[src/rtl/uart_tx_arbiter.sv]
// uart_tx_arbiter
//   Round-robin arbiter that shares one UART transmitter among NREQ byte producers.
//   In IDLE it picks the next pending requester after the rotation pointer, latches that
//   requester's byte, and then pulses tx_start and the matching gnt bit for one cycle.
//   It holds ownership until the transmitter reports tx_done, then rotates priority.
//
// Ports
//   clock_out     oversampled baud clock, rising edge
//   nreset        asynchronous active-low reset
//   req_i         per-requester byte-pending flags (level)
//   data_in_i     requester i's byte at [i*BYTESIZES +: BYTESIZES]
//   gnt_o         one-hot, single-cycle accept pulse
//   tx_start_o    single-cycle transmitter launch pulse
//   tx_data_o     latched byte, stable from tx_start until back in IDLE
//   tx_busy_i     transmitter is inside a frame
//   tx_done_i     single-cycle end-of-stop-bit pulse
//   owner_o       index of current / last granted requester
//   timeout_err_o sticky watchdog flag (only with UART_ARB_TIMEOUT_EN)
//
// Build option
//   UART_ARB_TIMEOUT_EN  adds a watchdog that abandons a frame after TIMEOUT_CYCLES.

module uart_tx_arbiter #(
   parameter int unsigned NREQ           = 4,
   parameter int unsigned BYTESIZES      = 8,
   parameter int unsigned OVERSAMPLING   = 16,
   parameter int unsigned TIMEOUT_CYCLES = 2 * OVERSAMPLING * (BYTESIZES + 2)
) (
   input  logic                      clock_out,
   input  logic                      nreset,
   input  logic [NREQ-1:0]           req_i,
   input  logic [NREQ*BYTESIZES-1:0] data_in_i,
   output logic [NREQ-1:0]           gnt_o,
   output logic                      tx_start_o,
   output logic [BYTESIZES-1:0]      tx_data_o,
   input  logic                      tx_busy_i,
   input  logic                      tx_done_i,
   output logic [$clog2(NREQ)-1:0]   owner_o
`ifdef UART_ARB_TIMEOUT_EN
   ,
   output logic                      timeout_err_o
`endif
);

   localparam int unsigned OwnerW = $clog2(NREQ);

   if (NREQ < 2 || NREQ > 8 || TIMEOUT_CYCLES < 2) begin : g_bad_cfg
      $error("uart_tx_arbiter: NREQ must be 2..8 and TIMEOUT_CYCLES at least 2");
   end

   typedef enum logic [1:0] {
      StIdle,
      StLoad,
      StWaitBusy,
      StWaitDone
   } state_e;

   state_e                state_q, state_d;
   logic [OwnerW-1:0]     ptr_q, ptr_d;
   logic [OwnerW-1:0]     owner_q, owner_d;
   logic [BYTESIZES-1:0]  data_q, data_d;
   logic [NREQ-1:0]       gnt_q, gnt_d;
   logic                  start_q, start_d;

   logic                  win_valid;
   logic [OwnerW-1:0]     win_idx;
   logic [OwnerW-1:0]     cand;
   logic [BYTESIZES-1:0]  byte_arr [NREQ];

   for (genvar g = 0; g < NREQ; g++) begin : g_bytes
      assign byte_arr[g] = data_in_i[g*BYTESIZES +: BYTESIZES];
   end

   // Scan from ptr+1 upward, wrapping modulo NREQ (not modulo 2^OwnerW).
   always_comb begin
      win_valid = 1'b0;
      win_idx   = '0;
      cand      = '0;
      for (int unsigned k = 0; k < NREQ; k++) begin
         cand = OwnerW'((32'(ptr_q) + 1 + k) % NREQ);
         if (!win_valid && req_i[cand]) begin
            win_valid = 1'b1;
            win_idx   = cand;
         end
      end
   end

`ifdef UART_ARB_TIMEOUT_EN
   localparam int unsigned CntW = $clog2(TIMEOUT_CYCLES + 1);
   logic [CntW-1:0] cnt_q, cnt_d;
   logic            err_q, err_d;
`endif

   always_comb begin
      state_d = state_q;
      ptr_d   = ptr_q;
      owner_d = owner_q;
      data_d  = data_q;
      gnt_d   = '0;
      start_d = 1'b0;
`ifdef UART_ARB_TIMEOUT_EN
      cnt_d   = cnt_q;
      err_d   = err_q;
`endif
      unique case (state_q)
         StIdle: begin
            if (win_valid && !tx_busy_i) begin
               owner_d        = win_idx;
               data_d         = byte_arr[win_idx];
               gnt_d[win_idx] = 1'b1;
               start_d        = 1'b1;
               state_d        = StLoad;
            end
         end
         StLoad: begin
`ifdef UART_ARB_TIMEOUT_EN
            cnt_d = '0;
`endif
            state_d = StWaitBusy;
         end
         StWaitBusy: begin
            // A done pulse before busy is seen still means the frame is over.
            if (tx_done_i) begin
               ptr_d   = owner_q;
               state_d = StIdle;
            end else if (tx_busy_i) begin
               state_d = StWaitDone;
            end
         end
         StWaitDone: begin
            if (tx_done_i) begin
               ptr_d   = owner_q;
               state_d = StIdle;
            end
         end
         default: state_d = StIdle;
      endcase

`ifdef UART_ARB_TIMEOUT_EN
      // cnt_q is 0 in the first cycle after LOAD, so LOAD itself is elapsed cycle one and
      // the abort edge lands exactly TIMEOUT_CYCLES edges after LOAD began. tx_done wins.
      if ((state_q == StWaitBusy || state_q == StWaitDone) && !tx_done_i) begin
         if (cnt_q == CntW'(TIMEOUT_CYCLES - 2)) begin
            err_d   = 1'b1;
            ptr_d   = owner_q;
            state_d = StIdle;
         end else begin
            cnt_d = cnt_q + CntW'(1);
         end
      end
`endif
   end

   always_ff @(posedge clock_out or negedge nreset) begin
      if (!nreset) begin
         state_q <= StIdle;
         ptr_q   <= OwnerW'(NREQ - 1);
         owner_q <= '0;
         data_q  <= '0;
         gnt_q   <= '0;
         start_q <= 1'b0;
`ifdef UART_ARB_TIMEOUT_EN
         cnt_q   <= '0;
         err_q   <= 1'b0;
`endif
      end else begin
         state_q <= state_d;
         ptr_q   <= ptr_d;
         owner_q <= owner_d;
         data_q  <= data_d;
         gnt_q   <= gnt_d;
         start_q <= start_d;
`ifdef UART_ARB_TIMEOUT_EN
         cnt_q   <= cnt_d;
         err_q   <= err_d;
`endif
      end
   end

   assign gnt_o      = gnt_q;
   assign tx_start_o = start_q;
   assign tx_data_o  = data_q;
   assign owner_o    = owner_q;
`ifdef UART_ARB_TIMEOUT_EN
   assign timeout_err_o = err_q;
`endif

endmodule

[config.mk]
export PLATFORM = sky130hd
export DESIGN_NAME = uart_tx_arbiter
export DESIGN_NICKNAME = d
export VERILOG_FILES = /design/src/rtl/uart_tx_arbiter.sv
export SDC_FILE = /design/constraint.sdc
export NUM_CORES = 1
export LEC_CHECK = 0
export BUFFER_PORTS_ARGS = -buffer_cell sky130_fd_sc_hd__buf_2
export CAP_MARGIN = 20
export CORE_MARGIN = 1
export CORE_UTILIZATION = 30
export DETAILED_ROUTE_END_ITERATION = 8
export PLACE_DENSITY = 0.66
export SETUP_SLACK_MARGIN = 0.5
export SLEW_MARGIN = 30
export SYNTH_ARGS = -nofsm -noshare
export SYNTH_HDL_FRONTEND = slang
export SYNTH_SLANG_ARGS = --single-unit
[constraint.sdc]
create_clock -name clock_out -period 1.6 [get_ports clock_out]
set_input_delay 0.08 -clock clock_out [delete_from_list [all_inputs] [get_ports clock_out]]
set_output_delay 0.08 -clock clock_out [all_outputs]
set_load 0.05 [all_outputs]
==> summary.md <==
| Metric | Value |
|---|---|
| Power per cell area | 1749 nW/um2 |
| Worst-margin pin slew | 0.4354 ns |
| I/O pin count | 55 |
| Most common cell after layout, fill and taps aside | buf_2 |
| Synth Area in Adders | 0% |
| Chip Width | 64.45 um |
| Post-DP HPWL | 2.477 mm |
| Flops & latches, synth | 19 |
| Syn_nets | 156 |
| Die Y | between 60 and 70 um |
| CTS tree | done |
| Setup violators final | 9 |
| Syn Std Cell Area | 1170 um2 |
| Share of layout cells above drive strength 1 | 61.58% |
| Register area share after synthesis | 40.86% |
| Hold crit path type | primary input to register |
| Failing checks | negative setup slack |
| Clock transition at path regs | 0.07 ns |
| GRT Total Usage | 16.98% |
| Largest family of logic cells by synthesized area | compound AO/OA/AOI/OAI gates |
| Total Nets Final | between 200 and 250 |
| Area grow syn2layout | 69.84% |
| Grt total ovfl | 0 |
| Initial antenna violation count | 0 |
| Clock latency on the worst-skew pair | 0.26 ns |
| Ys async rst share | 100.0% |
| Final instance area | 1987 um2 |
| First-pass GRT wire length | 5.340 mm |
| Via count | 1,239 |
| Fmax achieved | 582.3 MHz |
| Fillers | 349 |
| Clock sink count | 19 |
| Hold Path Stages | 3 |
| Commonest cells after routing, fill and taps aside | buf_2 (54), buf_4 (18), dfrtp_1 (17) |
| Crit-path max FO | 4 |
| FF-to-FF End | tx_data_o[7]$_DFFE_PN0P_ |
| Antenna diode count | 0 |
| Hold Vio Cnt, Final | 0 |
| Most used flip-flop cell after synthesis | dfrtp_1 |
| Vias in the first global route | ~1.2k |
| Period utilization | 107.3% |
| Yosys warns | 0 |
| Leak | ~0.9 nW |
| Port buffer count | 54 |
| Routed Antenna Nets | 0 |
| Hold endpoint | tx_data_o[2]$_DFFE_PN0P_ |
| R2R depth | 6 |
| Slew Viols, Final | 0 |
| Number of placement rows | 22 |
| Hold_sp | data_in_i[2] |
| XOR/XNOR Fraction of Synth Area | 0% |
| Final GP Congestion | 0.8240 |
| Synth Area in Compound Gates | 23.74% |
| Post-synth EDFFs | 0 |
| Setup_tns | -0.6152 ns |
| Worst vdd ir | 0.8007 mV |
| Synth unique cells | 37 |
| Final WS setup | -0.1174 ns |
| Mux cell area share after synthesis | 9.626% |
| DP Area | 1644 um2 |
| Worst endpoint required time | 1.74 ns |
| Num CTS Buffers | 3 |
| DRT iter0 DRCs | 13 |
| Clock tree buffer depth | 2 |
| DRC viols | 0 |
| Relative slew slack | 70.97% |
| Via-per-instance ratio | between 4 and 5 |
| Synth Instances | around 120 |
| Wire length per cell | 13.68 um |
| Period minus WS final | 1.717 ns |
| Initial Util | 31.72% |
| Die ar. | between 4000 and 5000 um2 |
| Post-Synth Simple-Gate Area | a little under a quarter |
| Worst EP arrival | about 1.9 ns |
| Reg2reg start | ptr_q[1]$_DFFE_PN1P_ |
| H-tree Lvls | 1 |
| Core ar. | between 3000 and 4000 um2 |
| Drt first pass iters | 4 |
| RSZ-0062 raised after global routing | true |
| Largest net degree at the start of global routing | 20 |
| Average cell area after synthesis | 10.09 um2 |
| R2r setup slk | -0.12 ns |
| Max-Cap Viols | 0 |
| Setup CP Type | register to register |
| Endpoint type of the worst setup path | register |
| Skew final | 0.003601 ns |
| DRT Wirelength | 3.433 mm |
| Worst setup SP type | register |
| Outcome | finished with violations |
| Clk Tree Root Cell | clkbuf_8 |
==> cells in the mapped netlist (2+ instances only) <==
cell	number	area, um2
dfrtp_1	17	425.4
nand2_1	12	45.04
mux2i_1	9	90.09
a211oi_1	8	60.06
nor2_1	8	30.03
o21bai_1	8	60.06
a32oi_1	4	35.03
nand3_1	4	20.02
nor3b_1	4	30.03
nor4_1	4	25.02
o211ai_1	4	30.03
buf_2	3	15.01
o21a_1	3	22.52
dfstp_2	2	52.55
mux2_2	2	22.52
nand2b_1	2	12.51
nor3_1	2	10.01
==> cell type report <==
cell class	instances	area (um2)	area share, %
Timing Repair Buffer	87	581.8	29.28
Clock buffer	4	45.04	2.267
Tap cell	48	60.06	3.023
Sequential cell	19	478.0	24.06
Multi-Input combinational cell	91	807.0	40.62
Inverter	2	15.01	0.7557
==> metrics by stage <==
step | power (mW) | worst slack (ns) | utilization [%] | cells | hold slack [ns]
after floorplan | 2.088 | -0.009759 | - | 116 | -0.2156
after global placement | 2.615 | -0.06284 | 44.57 | 232 | 0.04242
after detailed placement | 2.636 | -0.1021 | 44.57 | 232 | 0.05002
after CTS | 3.113 | -0.05849 | 48.10 | 242 | 0.08220
after global routing | 3.694 | -0.1874 | 53.87 | 251 | 0.08825
final | 3.474 | -0.1174 | 53.87 | 251 | 0.07674
==> cells by family after synthesis <==
| family | count (synthesis) |
|---|---|
| buffers and inverters | 6 |
| AND/OR/NAND/NOR | 46 |
| multiplexers | 11 |
| flip-flops | 19 |
| AO/OA/AOI/OAI | 34 |
==> critical path, stage by stage (launching register included) <==
cell      delay, ns
dfstp_2        0.57
mux2i_2        0.27
o22ai_4        0.12
or2_4          0.27
buf_6          0.13
a211oi_2       0.19
a211oi_2       0.05
==> worst max path at each step <==
stage / from / endpoint / slack [ns]
after floorplan: ptr_q[1]$_DFFE_PN1P_ / tx_data_o[0]$_DFFE_PN0P_ / -0.01
after global placement: ptr_q[1]$_DFFE_PN1P_ / tx_data_o[1]$_DFFE_PN0P_ / -0.06
after detailed placement: ptr_q[1]$_DFFE_PN1P_ / tx_data_o[7]$_DFFE_PN0P_ / -0.10
after CTS: ptr_q[1]$_DFFE_PN1P_ / tx_data_o[1]$_DFFE_PN0P_ / -0.06
after global routing: ptr_q[1]$_DFFE_PN1P_ / tx_data_o[7]$_DFFE_PN0P_ / -0.19
final: ptr_q[1]$_DFFE_PN1P_ / tx_data_o[7]$_DFFE_PN0P_ / -0.12
==> what timing repair did <==
item,4_1_cts,5_1_grt
pin swaps,6,9
hold buffers,1,0
setup endpoints to repair,14,16
hold endpoints to repair,17,0
setup buffers,5,9
resized for setup,11,29
==> where the power goes <==
| group | leakage (nW) | switching, mW | internal (mW) |
|---|---|---|---|
| clock network | 0.0228 | 0.164 | 0.177 |
| logic | 0.665 | 1.33 | 0.978 |
| registers | 0.231 | 0.132 | 0.695 |
==> registers in the layout, indices dropped and copies added (netlist names) <==
signal / cells
tx_data_o: 8
gnt_o: 4
owner_o: 2
ptr_q: 2
state_q: 2
tx_start_o: 1
==> layer usage <==
| layer | global-route usage [%] | vias up | wire [um] | share of wire [%] |
|---|---|---|---|---|
| li1 | - | 613 | - | - |
| met1 | 20.15 | 571 | 1393 | 41 |
| met2 | 29.47 | 51 | 1772 | 52 |
| met3 | 3.345 | 4 | 208 | 6.1 |
| met4 | 7.500 | 0 | 57 | 1.7 |
| met5 | 0 | - | 0 | 0 |
No activity file was read; power rests on OpenSTA's default activity.
